### config.mk
export PLATFORM = sky130hd
export DESIGN_NAME = selevy_ram_arbiter
export DESIGN_NICKNAME = d
export VERILOG_FILES = /design/src/rtl/selevy_ram_arbiter.sv
export SDC_FILE = /design/constraint.sdc
export NUM_CORES = 1
export LEC_CHECK = 0
export CORE_MARGIN = 1.5
export CORE_UTILIZATION = 37
export DETAILED_ROUTE_END_ITERATION = 12
export GPL_ROUTABILITY_DRIVEN = 0
export HOLD_SLACK_MARGIN = 0.06
export PLACE_DENSITY = 0.86
export SLEW_MARGIN = 10
export SYNTH_ARGS = -nofsm -noshare
export SYNTH_HDL_FRONTEND = slang
export SYNTH_SLANG_ARGS = --single-unit
### constraint.sdc
create_clock -name CLK -period 4.7 [get_ports CLK]
set_input_delay 0.47 -clock CLK [delete_from_list [all_inputs] [get_ports CLK]]
set_output_delay 0.47 -clock CLK [all_outputs]
set_load 0.03 [all_outputs]
### src/rtl/selevy_ram_arbiter.sv
// Round-robin arbiter sharing the selevy single-port data RAM between the load/store unit
// (port 0) and a debug/DMA master (port 1); reads are held off until their data returns.
module selevy_ram_arbiter #(
   parameter int unsigned ADDR_WIDTH = 8,
   parameter int unsigned DATA_WIDTH = 32,
   parameter int unsigned RAM_LAT    = 1
) (
   input  logic                  CLK,
   input  logic                  reset,
   input  logic                  req0,
   input  logic                  we0,
   input  logic [ADDR_WIDTH-1:0] addr0,
   input  logic [DATA_WIDTH-1:0] wdata0,
   output logic                  gnt0,
   output logic                  rvalid0,
   output logic [DATA_WIDTH-1:0] rdata0,
   input  logic                  req1,
   input  logic                  we1,
   input  logic [ADDR_WIDTH-1:0] addr1,
   input  logic [DATA_WIDTH-1:0] wdata1,
   output logic                  gnt1,
   output logic                  rvalid1,
   output logic [DATA_WIDTH-1:0] rdata1,
   output logic                  ram_en,
   output logic                  ram_we,
   output logic [ADDR_WIDTH-1:0] ram_addr,
   output logic [DATA_WIDTH-1:0] ram_wdata,
   input  logic [DATA_WIDTH-1:0] ram_rdata
);

   localparam int unsigned CntW = (RAM_LAT < 2) ? 1 : $clog2(RAM_LAT + 1);

   typedef enum logic [0:0] {StIdle, StRdWait} state_e;

   state_e            state_q, state_d;
   logic              last_q, last_d;
   logic              owner_q, owner_d;
   logic [CntW-1:0]   cnt_q, cnt_d;
   logic              winner;
   logic              capture;

   // Last RD_WAIT cycle: ram_rdata is valid now and lands in the owner's register.
   assign capture = (state_q == StRdWait) && (cnt_q == CntW'(1));

   always_comb begin
      state_d   = state_q;
      last_d    = last_q;
      owner_d   = owner_q;
      cnt_d     = cnt_q;
      winner    = 1'b0;
      gnt0      = 1'b0;
      gnt1      = 1'b0;
      ram_en    = 1'b0;
      ram_we    = 1'b0;
      ram_addr  = '0;
      ram_wdata = '0;
      unique case (state_q)
         StIdle: begin
            if (!reset && (req0 || req1)) begin
               // On a tie the port that did not go last wins.
               winner    = (req0 && req1) ? ~last_q : req1;
               gnt0      = ~winner;
               gnt1      = winner;
               ram_en    = 1'b1;
               ram_we    = winner ? we1 : we0;
               ram_addr  = winner ? addr1 : addr0;
               ram_wdata = winner ? wdata1 : wdata0;
               last_d    = winner;
               if (!ram_we) begin
                  state_d = StRdWait;
                  cnt_d   = CntW'(RAM_LAT);
                  owner_d = winner;
               end
            end
         end
         StRdWait: begin
            cnt_d = cnt_q - CntW'(1);
            if (cnt_q == CntW'(1)) begin
               state_d = StIdle;
            end
         end
         default: state_d = StIdle;
      endcase
   end

   always_ff @(posedge CLK or posedge reset) begin
      if (reset) begin
         state_q <= StIdle;
         last_q  <= 1'b1;
         owner_q <= 1'b0;
         cnt_q   <= '0;
         rvalid0 <= 1'b0;
         rvalid1 <= 1'b0;
         rdata0  <= '0;
         rdata1  <= '0;
      end else begin
         state_q <= state_d;
         last_q  <= last_d;
         owner_q <= owner_d;
         cnt_q   <= cnt_d;
         rvalid0 <= capture && !owner_q;
         rvalid1 <= capture && owner_q;
         if (capture && !owner_q) begin
            rdata0 <= ram_rdata;
         end
         if (capture && owner_q) begin
            rdata1 <= ram_rdata;
         end
      end
   end

endmodule

* Yosys cells after proc, flatten, opt, wreduce, memory -nomap -nowiden
Cells that the tools add are included.
W data, S select, Z words.
** Storage, ports and cells
- Bits in read-only memories :: 0
- Bits in latches :: 0
- Bits of input ports :: 118
- Output and inout port bits :: 110
- Memories kept :: 0
- RAM bits :: 0
- Logic and storage cells :: 49
- Register bits after elaboration :: 70
** Operators by class
- Bitwise gates (word level) :: 4
- Divide/modulo/power cells :: 0
- Multiply operators :: 0
- Equal/unequal tests :: 2
- Mux-type cells :: 23
- Shift-type cells :: 0
- Reduce and logical (&&, ||, !) cells :: 11
- Magnitude comparators :: 0
- $add $sub $neg :: 1
** Operator list (number)
- $mux W32 :: 3
- $mux W8 :: 3
- $mux W1 :: 15
- $logic_and A1 B1 Y1 :: 5
- $ne A2 B2 Y1 const B :: 2
- $not A1 Y1 :: 4
- $pmux W1 S2 :: 2
- $reduce_and A2 Y1 :: 2
- $reduce_and A3 Y1 :: 1
- $logic_not A1 Y1 :: 2
- $logic_or A1 B1 Y1 :: 1
- $sub A1 B1 Y1 const B :: 1

* Logic depth before layout (Yosys ltp)
Gate-level depths: netlist of run 1.
- Depth after elaboration :: 6
- Depth in mapped cells :: 4
- Mapped depth without buffers :: 4

* Least setup slack after synthesis of run 1
OpenSTA, ideal clock, no wires.
- Path kind :: flip-flop to output port
- From :: register last_q
- To :: output ram_wdata[23]
- Setup slack :: 2.580 ns
- Required time :: 4.230 ns
- Stages on the path, launching flop included :: 5
- Arrival :: 1.650 ns
- Path buffers :: 1
- Path through :: dfstp_2 inv_1 a2111oi_4 buf_6 a22o_1
** Between the ends
- Word-level cells in the longest chain between the ends :: 5
** Ends and longest elaborated chain
- start: declaration :: line 36 : logic last_q, last_d;
- start signal: assignment :: line 98 : last_q <= last_d;
- $not A1 Y1 :: line 61 : winner = (req0 && req1) ? ~last_q : req1;
- $mux W1 :: line 61
- $mux W32 :: line 67 : ram_wdata = winner ? wdata1 : wdata0;
- $mux W32 :: line 59 : if (!reset && (req0 || req1)) begin
- $mux W32 :: line 57 : unique case (state_q)
- end: declaration :: line 27 : output logic [DATA_WIDTH-1:0] ram_wdata,
No other way between the ends.

* Worst setup path in the final report of run 1
- From :: input reset
- To :: output ram_wdata[12]
** Between the ends
- Word-level cells in the longest chain between the ends :: 4
** Ends and longest elaborated chain
- start: declaration :: line 9 : input logic reset,
- $logic_not A1 Y1 (no source line)
- $logic_and A1 B1 Y1 :: line 59
- $mux W32 :: line 59
- $mux W32 :: line 57
No other way between the ends.

==> impl_metrics.tcl, run 1 <==
set metrics [dict create \
    rsz0062_at_grt "false" \
    slew_violations 0 \
    outcome "complete, no violations" \
    hold_buffers 0 \
    whs_endpoint "rdata1[2]$_DFFE_PP0P_" \
    maxCapViolCount 0 \
    synth_ff_type "dfrtp_1" \
    crit_chain "clkdlybuf4s50_1 -> a2111oi_4 -> buf_4 -> a22o_1 -> clkdlybuf4s50_1" \
    synth_most_common_cell "dfrtp_1" \
    required_ps 4230 \
    synth_area_mm2 0.00311 \
    powerDensity_mw_per_mm2 624 \
    post-route-min-period_ps 3240 \
    power_frac_clock_pct 13.6 \
    r2r-start "state_q$_DFF_PP0_" \
    area_growth_syn_to_layout_pct 81.2 \
    worstPathMaxFanout 41 \
    grt_pass1_wl_um 13900 \
    clkTransAtPathRegs_ps 70 \
    synth_top_cell_area_share_pct 55.4 \
    wire_per_inst_um 17.5 \
    seq_power_share_pct 30.2 \
    io_pins 228 \
    gr-total-overflow 0 \
    drcViolationCount 0 \
    dr_wl_met3_um 924 \
    die_w_um 94.7 \
    worst_hold_path_type "reg -> reg" \
    h-tree-depth 3 \
    dieArea_mm2 0.00898 \
    insertion_delay_ps 340 \
    worstReg2RegEnd "rdata0[25]$_DFFE_PP0P_" \
    fp.coreArea_mm2 0.00818 \
    switchingPower_uw 1430 \
    dp_slack_ps 1450 \
    place.port_buffers 227 \
    synthCells 214 \
    antenna_found_initial 2 \
    combinationalPowerShare_pct 56.2 \
    drtPass1Iterations 4 \
    p_leak_uw 0.00231 \
    grt_pass1_vias 2686 \
    slowest_stage "clkdlybuf4s50_1" \
    ir_worst_vdd_uv 422 \
    syn_avg_cell_area_um2 14.6 \
    num_vias 2695 \
    highest_layer "met4" \
    syn_nets 332 \
    dieHeight_um 94.7 \
    arrival_ps 2770 \
    timing.final.crit_share_pct 69.0 \
    route.met2.wl_um 5200 \
    fmax_mhz 308 \
    max_stage_delay_ps 680 \
    fp-row-count 33 \
    cp_common_cell "clkdlybuf4s50_1" \
    met1Wirelength_um 3310 \
    startpoint_type "input pin" \
    tritoncts "done" \
    wirelength_um 9640 \
    worst_slew_pin_slew_ps 904 \
    internal_power_uw 2090 \
    synthTopCellsByCount "dfrtp_1 (69), mux2_2 (64), a22o_1 (40)" \
    final-setup-viol-count 0 \
    fin_ws_ps 1460 \
    hold_violations 0 \
    final.setup.tns_ps 0 \
    place_hpwl_um 7560 \
    yosysSeqAreaShare_pct 56.3 \
    finalInstanceArea_mm2 0.00564 \
    postCtsSetupRepairBufs 0 \
    ys_top_cells_by_area "dfrtp_1 (55%), mux2_2 (23%), a22o_1 (11%)" \
    vias_per_cell 4.88 \
    ys_types 24 \
    yosys_warnings 0 \
    place_area_mm2 0.00544 \
    clkSinkCount 70 \
    drive_above_1_share_pct 20.4 \
    layout.nets 558 \
    worstSetupPathType "in -> out" \
    cts-resized-gates 0 \
    r2r_setup_slack_ps 2490 \
    max-slew-margin-rel_pct 39.6 \
    holdPathStages 1 \
    cts_root_buffer "clkbuf_8" \
    r2r_cells 3 \
    synth_edf_count 0 \
    switching_share_pct 40.6 \
    cts_buffers 9 \
    synth_area_leader_cell "dfrtp_1" \
    fin_skew_ps 12.0 \
    grt_max_degree 42 \
    cts_buffer_depth 2 \
    hp-start "rdata1[2]$_DFFE_PP0P_" \
    start_util_pct 38.1 \
    grt_usage_pct 20.9 \
    worstSetupEndpointType "output port" \
    ant_nets 0 \
    synth_seq_cells 70 \
    drt_iter0_markers 38 \
    synthArstFlopShare_pct 100 \
]
[metrics by stage]
step	total power, µW	std cells	utilization, %	hold slack [ps]
after global placement	3020	534	66.6	487
final	3520	552	69.0	506
after CTS	3560	550	69.0	511
after floorplan	2190	214	-	514
after global routing	3700	552	69.0	515
after detailed placement	3070	534	66.6	492
[critical path: cells and delay by family]
family          cells  cell delay [ps]
buf+inv             3             1680
compound gates      2              610
[sequential cells by signal (all words and copies together), names as in the netlist]
name     cells
rdata0      32
rdata1      32
cnt_q        1
last_q       1
owner_q      1
rvalid0      1
rvalid1      1
state_q      1
[logic make-up (layout without fill, tap and decap cells)]
kind of cell	count (synthesis)	count (layout)	synth area share, %
AND/OR/NAND/NOR	6	6	1.45
multiplexers	65	65	23.6
buffers and inverters	24	255	4.50
XOR/XNOR	1	1	0.281
other	0	2	0
flip-flops	70	70	56.3
AO/OA/AOI/OAI	48	48	13.9
[area by class of cell]
type                    count  area [µm²]
fillers                   584        2530
clock buffers               9         124
well taps                 105         131
inverters                   8        30.0
repair buffers            231        2300
flip-flops and latches     70        1750
multi-input cells         120        1230
diodes                      2        5.00
clock inverters             7        72.6
[metal layers]
layer,track usage (%),up-vias
li1,-,1252
met1,20.8,1305
met2,38.0,120
met3,8.21,18
met4,9.08,0
met5,0,-
[placed cells by master, fill, tap and decap left out, drive strengths merged, types with 2 or more instances in the layout]
cell type / n
clkbuf: 9
a22o: 40
diode: 2
clkdlybuf4s50: 227
inv: 10
clkinvlp: 2
dfrtp: 69
buf: 4
mux2: 65
clkinv: 2
[power groups by stage]
stage | Combinational, µW | Clock, µW | Sequential (µW)
final | 1980 | 479 | 1060
after global placement | 1970 | 0 | 1050
after detailed placement | 1990 | 0 | 1080
after CTS | 2000 | 493 | 1070
after floorplan | 558 | 0 | 1630
after global routing | 2070 | 520 | 1100
[worst max-delay path by stage]
stage,endpoint,startpoint
after floorplan,cnt_q$_DFFE_PP0P_,reset
after global placement,ram_wdata[12],reset
after detailed placement,ram_wdata[12],reset
after CTS,ram_wdata[12],reset
after global routing,ram_wdata[12],reset
final,ram_wdata[12],reset
Note: power is estimated with default switching activity, not from simulation.
==> run 2, diff against run 1 <==
--- a/config.mk
+++ b/config.mk
@@ -6,11 +6,11 @@
 export NUM_CORES = 1
 export LEC_CHECK = 0
 export CORE_MARGIN = 1.5
-export CORE_UTILIZATION = 37
+export CORE_UTILIZATION = 35
 export DETAILED_ROUTE_END_ITERATION = 12
 export GPL_ROUTABILITY_DRIVEN = 0
 export HOLD_SLACK_MARGIN = 0.06
-export PLACE_DENSITY = 0.86
+export PLACE_DENSITY = 0.82
 export SLEW_MARGIN = 10
 export SYNTH_ARGS = -nofsm -noshare
 export SYNTH_HDL_FRONTEND = slang
==> constraint.sdc (replaced) <==
create_clock -name CLK -period 3.3 [get_ports CLK]
set_input_delay 0.33 -clock CLK [delete_from_list [all_inputs] [get_ports CLK]]
set_output_delay 0.33 -clock CLK [all_outputs]
set_load 0.03 [all_outputs]
==> run 2 against run 1 <==
Against the previous run: die area is 5.5% higher; worst hold slack barely moved; sequential cell count unchanged; setup slack lost 810 ps; via count up 0.41%; combinational power grew 42%; total power is 45% higher; clock skew shrank 5.3 ps; critical path depth is 2 lower; design area about the same; count of clock-buffer cells in the layout up 2; non-clock buffer count up 3; critical endpoint is now gnt0.
==> impl_metrics.tcl, run 2 (synthesized netlist as in run 1, its figures left out) <==
set metrics [dict create \
    outcome "complete, no violations" \
    cts_buffer_depth 2 \
    fin_skew_ps 6.68 \
    worstReg2RegEnd "rdata0[23]$_DFFE_PP0P_" \
    drt_iter0_markers 64 \
    final_cell_count_no_fill 557 \
    post-route-min-period_ps 2650 \
    hold_violations 0 \
    finalInstanceArea_mm2 0.00564 \
    hold_buffers 0 \
    worst_slew_pin_slew_ps 610 \
    r2r_cells 3 \
    drtPass1Iterations 4 \
    final.setup.tns_ps 0 \
    cts_root_buffer "clkbuf_8" \
    drive_above_1_share_pct 29.9 \
    place.port_buffers 227 \
    start_util_pct 35.9 \
    die_w_um 97.3 \
    worst_hold_path_type "reg -> reg" \
    multi_input_area_mm2 0.00123 \
    clkSinkCount 70 \
    cts_buffers 9 \
    r2r_setup_slack_ps 1430 \
    timing.final.crit_share_pct 80.4 \
    fill_cells 689 \
    worstSetupEndpointType "output port" \
    p_leak_uw 0.00243 \
    area_growth_syn_to_layout_pct 81.2 \
    antenna_found_initial 0 \
    ir_worst_vdd_uv 654 \
    grt_pass1_wl_um 15100 \
    r2r-start "state_q$_DFF_PP0_" \
    wire_per_inst_um 17.1 \
    vias_per_cell 4.86 \
    io_pins 228 \
    clkTransAtPathRegs_ps 70 \
    mostFrequentLayoutCells "clkdlybuf4s50_1 (186), dfrtp_1 (69), mux2_2 (64)" \
    num_vias 2706 \
    worstPathMaxFanout 9 \
    reg_top3 "rdata0 x32, rdata1 x32" \
    setup.worst_path.start "last_q$_DFFE_PP1P_" \
    worstSetupPathType "reg -> out" \
    dp.cells 540 \
    cts-resized-gates 0 \
    slew_violations 0 \
    endpoint "gnt0" \
    arrival_ps 2320 \
    final_util_pct 65.0 \
    max-slew-margin-rel_pct 59.3 \
    tritoncts "done" \
    startpoint_type "flop" \
    gr-total-overflow 0 \
    fmax_mhz 377 \
    grt_max_degree 44 \
    place_area_mm2 0.00542 \
    seq_area_mm2 0.00175 \
    required_ps 2970 \
    fp.coreArea_mm2 0.00868 \
    rsz0062_at_grt "false" \
    wirelength_um 9550 \
    grt_pass1_vias 2828 \
    drcViolationCount 0 \
    final-setup-viol-count 0 \
    ant_nets 0 \
    layout.nets 561 \
    layout_commonest_cell "clkdlybuf4s50_1" \
    dieArea_mm2 0.00947 \
    postCtsSetupRepairBufs 0 \
    h-tree-depth 3 \
    grt_usage_pct 20.0 \
    insertion_delay_ps 330 \
    powerDensity_mw_per_mm2 904 \
    maxCapViolCount 0 \
    fp-row-count 34 \
    place_hpwl_um 7460 \
    dieHeight_um 97.3 \
]
[run 2: cell type report]
cell class                      count  area share [%]
Multi-Input combinational cell    120            21.7
Clock buffer                       11            2.51
Timing Repair Buffer              234            40.3
Inverter                            8           0.532
Sequential cell                    70            31.1
Antenna cell                        1          0.0444
Tap cell                          108            2.40
Clock inverter                      5            1.44
[run 2: worst min path at each step]
stage	slack (ps)	end	from	depth (start not counted)
floorplan	480	rdata0[0]$_DFFE_PP0P_	ram_rdata[0]	1
global placement	490	rdata1[8]$_DFFE_PP0P_	rdata1[8]$_DFFE_PP0P_	1
detailed placement	490	rdata0[24]$_DFFE_PP0P_	rdata0[24]$_DFFE_PP0P_	1
CTS	510	rdata0[24]$_DFFE_PP0P_	rdata0[24]$_DFFE_PP0P_	1
global route	520	rdata1[3]$_DFFE_PP0P_	rdata1[3]$_DFFE_PP0P_	1
finish	510	rdata0[24]$_DFFE_PP0P_	rdata0[24]$_DFFE_PP0P_	1
[run 2: power by group]
group          total, µW  switching, µW  internal [µW]
sequential          1520            230           1290
clock                760            312            448
combinational       2820           1490           1330
total               5100           2030           3070
[run 2: metrics by stage]
step                total power, µW  hold slack, ps  worst slack (ps)
floorplan                      3110             481              1200
global placement               4300             486               709
detailed placement             4370             492               655
CTS                            5150             509               622
global route                   5340             517               482
finish                         5100             506               645
[run 2: critical path, cell delays in order, from the launching register on]
cell and delay [ps]:
dfstp_2 530, inv_1 70, a2111oi_4 610, clkdlybuf4s50_1 780
[run 2: layer usage]
layer	wire length, µm	vias up	global-route usage [%]	share of wire, %
met5	0	-	0	0
met4	116	0	4.84	1.2
met3	775	12	7.41	8.1
met2	4820	106	35.2	51
met1	3830	1330	23.2	40
li1	-	1258	-	-
